**src/rtl/arbitro_fifos.sv**
```systemverilog
// Round-robin arbiter between four upstream FIFOs and four downstream FIFOs.
// Pops one upstream FIFO per cycle and routes the word by its two MSBs; also owns the FIFO thresholds.
module arbitro_fifos #(
    parameter int DW = 6,
    parameter int UW = 4
) (
    input  logic            clk,
    input  logic            reset_L,
    input  logic            init,
    input  logic [UW-1:0]   umbral_lleno_in,
    input  logic [UW-1:0]   umbral_vacio_in,
    input  logic [3:0]      fifo_empty_in,
    input  logic [3:0]      valid_in,
    input  logic [4*DW-1:0] data_in,
    input  logic [3:0]      almost_full_in,
    input  logic [7:0]      error_in,
    output logic [3:0]      pop,
    output logic [3:0]      push,
    output logic [DW-1:0]   data_out,
    output logic [UW-1:0]   umbral_casi_lleno,
    output logic [UW-1:0]   umbral_casi_vacio,
    output logic [2:0]      estado,
    output logic            error_out
);

    typedef enum logic [2:0] {
        RESET  = 3'd0,
        INIT   = 3'd1,
        IDLE   = 3'd2,
        ACTIVE = 3'd3,
        ERROR  = 3'd4
    } state_t;

    state_t        state;
    logic [1:0]    ptr;
    logic [1:0]    grant;
    logic [1:0]    idx;
    logic          any_ne;
    logic          multi_vld;
    logic          err_det;
    logic          pop_en;
    logic          pop_p0;
    logic          in_flight;
    logic          fwd_ok;
    logic [DW-1:0] word_sel;

    function automatic logic [3:0] onehot(input logic [1:0] sel);
        onehot = 4'b0001 << sel;
    endfunction

    // Descending search so the nearest non-empty FIFO after ptr wins; ptr itself is checked last.
    always_comb begin
        grant = ptr;
        idx   = ptr;
        for (int k = 4; k >= 1; k--) begin
            idx = ptr + 2'(k);
            if (!fifo_empty_in[idx]) begin
                grant = idx;
            end
        end
    end

    always_comb begin
        word_sel = '0;
        for (int i = 0; i < 4; i++) begin
            if (valid_in[i]) begin
                word_sel = data_in[DW*i +: DW];
            end
        end
    end

    assign any_ne    = ~&fifo_empty_in;
    assign multi_vld = (valid_in & (valid_in - 4'd1)) != 4'd0;
    assign err_det   = (|error_in) | multi_vld;
    assign pop_en    = (state == ACTIVE) && !init && !(|error_in) && !(|almost_full_in) && any_ne;
    assign pop       = pop_en ? onehot(grant) : 4'b0000;
    assign in_flight = pop_p0 | (|valid_in);
    assign fwd_ok    = (|valid_in) && !err_det &&
                       (state == INIT || state == IDLE || state == ACTIVE);
    assign estado    = state;
    assign error_out = (state == ERROR);

    // Stage p0: pop issued -> upstream word arrives next cycle -> registered push toward its destination.
    always_ff @(posedge clk or negedge reset_L) begin
        if (!reset_L) begin
            state             <= RESET;
            ptr               <= 2'd3;
            pop_p0            <= 1'b0;
            push              <= 4'b0000;
            data_out          <= '0;
            umbral_casi_lleno <= '0;
            umbral_casi_vacio <= '0;
        end else begin
            pop_p0 <= pop_en;
            if (pop_en) begin
                ptr <= grant;
            end

            push <= 4'b0000;
            if (fwd_ok) begin
                push     <= onehot(word_sel[DW-1:DW-2]);
                data_out <= word_sel;
            end

            case (state)
                RESET: state <= INIT;
                ERROR: state <= ERROR;
                default: begin
                    if (err_det) begin
                        state <= ERROR;
                    end else begin
                        case (state)
                            INIT: begin
                                umbral_casi_lleno <= umbral_lleno_in;
                                umbral_casi_vacio <= umbral_vacio_in;
                                if (!init) state <= IDLE;
                            end
                            IDLE: begin
                                if (init)        state <= INIT;
                                else if (any_ne) state <= ACTIVE;
                            end
                            ACTIVE: begin
                                if (init)                        state <= INIT;
                                else if (!any_ne && !in_flight) state <= IDLE;
                            end
                            default: state <= state;
                        endcase
                    end
                end
            endcase
        end
    end

endmodule

```
**config.mk**
```make
export PLATFORM = sky130hd
export DESIGN_NAME = arbitro_fifos
export DESIGN_NICKNAME = d
export VERILOG_FILES = /design/src/rtl/arbitro_fifos.sv
export SDC_FILE = /design/constraint.sdc
export NUM_CORES = 1
export LEC_CHECK = 0
export ABC_AREA = 1
export CORE_UTILIZATION = 43
export DETAILED_ROUTE_END_ITERATION = 12
export PLACE_DENSITY_LB_ADDON = 0.15
export SYNTH_ARGS = -nofsm -noshare
export SYNTH_HDL_FRONTEND = slang
export SYNTH_SLANG_ARGS = --single-unit
```
**constraint.sdc**
```tcl
create_clock -name clk -period 3.2 [get_ports clk]
set_input_delay 0.32 -clock clk [delete_from_list [all_inputs] [get_ports clk]]
set_output_delay 0.32 -clock clk [all_outputs]
set_load 0.03 [all_outputs]
```
# Word-level counts from Yosys, hierarchy flattened
# Index checks and enable logic that the tools add are counted.
[op_classes] n_shift=2 reduce_logical=25 bitwise_logic=5 n_mux=23 n_eq_ne=7 order_cmp=3 n_addsub=4
[ops] op="$mux 6" count=4
[ops] op="$mux 3" count=6
[ops] op="$lt 2x3->1 const B" count=3
[ops] op="$pmux 3 s3" count=1
[ops] op="$mux 4" count=2
[ops] op="$reduce_and 4->1" count=2
[ops] op="$reduce_or 4->1" count=2
[ops] op="$reduce_or 8->1" count=1
[ops] op="$shl 1x2->4 const A" count=2
[ops] op="$logic_and 1x1->1" count=7
[ops] op="$bmux 1 s2" count=3
[ops] op="$eq 3x2->1 const B" count=2
[ops] op="$logic_not 1->1" count=6
[ops] op="$mux 2" count=3
[ops] op="$ne 6x4->1 const B" count=1
[ops] op="$ne 6x5->1 const B" count=1
[ops] op="$pmux 3 s2" count=1
[ops] op="$reduce_bool 6->1" count=1
[ops] op="$ne 5x4->1 const B" count=1
[ops] op="$add 2x2->2 const B" count=2
[ops] op="$and 4x4->4" count=1
[ops] op="$reduce_bool 4->1" count=1
[ops] op="$sub 4x1->4 const B" count=1
[ops] op="$eq 3x1->1 const B" count=1
[ops] op="other kinds (9)" count=14
[word_totals] register_bits=24 out_inout_bits=26 elab_cells=76

# Depth between registers and ports, before layout
[logic_depth] ltp_word=9 mapped_depth=13 ltp_nobuf=12

# Worst setup path before layout
# Ideal clock, no wire load.
[synth_timing] path_kind="reg2out" from="register (tool-made name)" to="output pop[3]" arrival_time_ps=1691 path_buffers=0 setup_slack_ps=1189 path_stages_with_launch=8 cell_sequence="dfrtp_1 inv_1 nand3_1 nor2_1 nand2_1 nor2_1 nand3_1 nor2_1"
[synth_lines] item="end: declaration" line_no="17" source="output logic [3:0] pop,"

# Final worst setup path
[layout_timing] from="register ptr[0]" to="output pop[0]"
[layout_via] elab_chain_len=8 word_cells_on_any_way=14 cone_classes="3 x add/sub; 1 x shift; 10 x mux"
[layout_lines] item="start: declaration" line_no="35" source="logic [1:0] ptr;"
[layout_lines] item="start signal: assignment" line_no="96" source="ptr <= grant;"
[layout_lines] item="$add 2x2->2" line_no="56" source="idx = ptr + 2'(k);"
[layout_lines] item="$bmux 1 s2" line_no="57" source="if (!fifo_empty_in[idx]) begin"
[layout_lines] item="$mux 1 (not written as such)" line_no="57"
[layout_lines] item="$mux 2 (2 in a row)" line_no="57"
[layout_lines] item="$mux 2 *" line_no="57"
[layout_lines] item="$shl 1x2->4 *" line_no="48" source="onehot = 4'b0001 << sel;"
[layout_lines] item="$mux 4 *" line_no="76" source="assign pop = pop_en ? onehot(grant) : 4'b0000;"
# Every way passes the cells marked *; elsewhere a longest branch is shown, timed or not. The select of a mux whose other input is x is not followed.

==> impl_metrics.env <==
export IMPL_setup_viol=0
export IMPL_synthCells=217
export IMPL_p_clk_share_pct=33.9
export IMPL_synth_nets=272
export IMPL_ir_drop_mv=0.1985
export IMPL_final_cells=344
export IMPL_combPwrFrac_pct=19.1
export IMPL_drt_vias_per_instance=4.727
export IMPL_avgSynthCellArea_um2=7.184
export IMPL_clock_skew_ps=3.349
export IMPL_num_vias=1626
export IMPL_die_w_um=62.21
export IMPL_total_power_mw=0.6456
export IMPL_grt_max_degree=25
export IMPL_cp_slowest_cell="clkdlybuf4s50_1"
export IMPL_die_area_mm2=0.003870
export IMPL_p_int_mw=0.5042
export IMPL_io_pins=81
export IMPL_yosysSeqAreaShare_pct=38.68
export IMPL_synth_top_area_share_pct=35.31
export IMPL_final_nets=354
export IMPL_htree_levels=1
export IMPL_grt_pass1_vias=1493
export IMPL_post_cts_buffers=0
export IMPL_final_antenna_net_count=0
export IMPL_clk_latency_ps=310
export IMPL_globalRouteOverflowTotal=0
export IMPL_syn_area_mm2=0.001559
export IMPL_worstHoldPathType="flop to flop"
export IMPL_grt_setup_unrepaired="false"
export IMPL_antenna_found_initial=0
export IMPL_cts_made_buffers=3
export IMPL_worst_pin_slew_ps=1070
export IMPL_hold_viol=0
export IMPL_drtPass1Iterations=4
export IMPL_diodes=0
export IMPL_post_route_drc_count=0
export IMPL_fill_cells=279
export IMPL_ys_warn_count=0
export IMPL_cts_tree="done"
export IMPL_cap_violations=0
export IMPL_relSlewSlack_pct=28.42
export IMPL_start_util_pct=45.64
export IMPL_fp_coreArea_mm2=0.003416
export IMPL_fp_row_count=21
export IMPL_power_leakage_nw=1.124
export IMPL_path_max_fanout=9
export IMPL_p_switching_mw=0.1414
export IMPL_cts_path_max_buffers=2
export IMPL_routed_wl_um=3720
export IMPL_endpoint_kind="output pin"
export IMPL_fin_setup_tns_ps=0
export IMPL_synth_area_leader_cell="dfrtp_1"
export IMPL_synth_cell_types=27
export IMPL_power_per_cell_area_mw_per_mm2=264.2
export IMPL_cts_hold_buf=0
export IMPL_clk_pin_slew_ps=130
export IMPL_period_share_pct=88.70
export IMPL_postCtsResizedCells=0
export IMPL_port_buffers=80
export IMPL_dp_cells=340
export IMPL_p_seq_share_pct=47.0
export IMPL_critPathLaunchType="flop"
export IMPL_period_needed_ps=2838
export IMPL_routedWlPerCell_um=10.81
export IMPL_cts_root_buf="clkbuf_4"
export IMPL_post_place_ws_ps=536.3
export IMPL_grt_pass1_wl_um=6292
export IMPL_mostFrequentLayoutCells="clkdlybuf4s50_1, nand2_1, nor2_1"
export IMPL_syn_to_final_growth_pct=56.74
export IMPL_synth_area_top_cells="dfrtp_1, nand2_1, nor2_1"
export IMPL_status="finished, final reports clean"
export IMPL_switching_share_pct=21.91
export IMPL_maxClockFrequency_ghz=0.3523
export IMPL_detailed_place_hpwl_um=2900
export IMPL_worstPathCellList="inv_4 > nand2_1 > nand2_1 > nand3_1 > o21ai_1 > inv_1 > nand3_1 > nand2_1 > nand2_1 > nor2_1 > clkdlybuf4s50_1"
export IMPL_clock_sinks=24
export IMPL_ys_ff_latch=24
export IMPL_track_usage_pct=19.99
export IMPL_worst_setup_path_type="flop to output pin"
export IMPL_layout_commonest_cell="clkdlybuf4s50_1"
export IMPL_worst_ep_arrival_time_ps=2520
export IMPL_setup_ws_ps=361.6
export IMPL_final_layout_size_suffix_gt1_share_pct=11.07
export IMPL_final_core_util_pct=71.54
export IMPL_final_max_slew_viol_count=0
export IMPL_place_congestion=0.8287
export IMPL_crit_top_cell="nand2_1"
export IMPL_max_stage_delay_ps=680
export IMPL_drtIter0Drc=84
export IMPL_die_y_um=62.21
export IMPL_crit_required_ps=2880
==> synth_stat cells <==
cell type  count
a21oi_2        1
nor2_4         4
inv_1         17
dfrtp_1       22
dfstp_2        2
o21ai_2        1
clkbuf_1       1
nand3_2        1
mux2_2         8
nor2_2         1
nand3b_1       1
inv_2          2
inv_4          3
nor3_1         3
o21bai_1       1
nand3_4        1
nor2_1        36
nand2_2        4
o21ai_0       11
o21ai_4        1
nand4_1        4
a21oi_1        8
a22oi_1        1
buf_6          2
nand3_1        9
nand2_1       69
o21ai_1        3
==> power groups by stage <==
stage,combinational [mW],sequential (mW),clock [mW]
global placement,0.122,0.309,0
global route,0.136,0.304,0.237
finish,0.123,0.304,0.219
detailed placement,0.123,0.309,0
floorplan,0.0431,0.310,0
CTS,0.124,0.304,0.224
==> per-layer routing <==
| layer | vias up | GRT usage [%] | wire, um |
|---|---|---|---|
| met5 | - | 0 | 0 |
| li1 | 855 | - | - |
| met2 | 59 | 33.65 | 1630 |
| met1 | 710 | 24.94 | 1751 |
| met3 | 2 | 5.699 | 307 |
| met4 | 0 | 5.523 | 31 |
==> sequential cells by signal, summed over array words and instances (netlist names), named ones only <==
signal             count
data_out               6
push                   4
umbral_casi_lleno      4
umbral_casi_vacio      4
estado                 2
ptr                    2
pop_p0                 1
==> metrics by stage <==
stage          area [um^2]  hold slack, ps
2_1_floorplan         1559           24.41
3_3_place_gp          2391           462.6
3_5_place_dp          2391           475.7
4_1_cts               2444           509.3
5_1_grt               2444           533.8
6_report              2444           505.2
==> worst paths after layout <==
path                        startpoint  cells after the start  slack, ps              endpoint
min in group asynchronous      reset_L                      1        570           data_out[2]
hold / removal             data_out[5]                      2        510           data_out[5]
max in group asynchronous      reset_L                      1       1990  umbral_casi_vacio[1]
setup reg to reg                  flop                      5       1650  umbral_casi_vacio[0]
hold reg to reg            data_out[5]                      2        510           data_out[5]
setup / recovery                ptr[0]                     11        360                pop[0]
==> worst max-delay path: cells and delay by family, from the launching register on <==
kind            cells  cell delay [ps]
compound gates      1               80
buf+inv             3              850
flops               1              640
simple gates        7              630
==> cells by family after synthesis <==
logic type	share of synthesized area (%)
buffers and inverters	7.464
and+or+nand+nor	37.88
muxes	5.779
AOI/OAI and AO/OA	10.19
DFF	38.68
==> cell type report <==
type                            instances  area, um^2  area share, %
Inverter                               22       90.09          3.687
Tap cell                               46       57.56          2.355
Timing Repair Buffer                   80       800.8          32.77
Clock buffer                            3       22.52         0.9217
Clock inverter                          1       30.03          1.229
Sequential cell                        24       603.1          24.68
Multi-Input combinational cell        168       839.6          34.36
No activity file was read; power rests on OpenSTA's default activity.
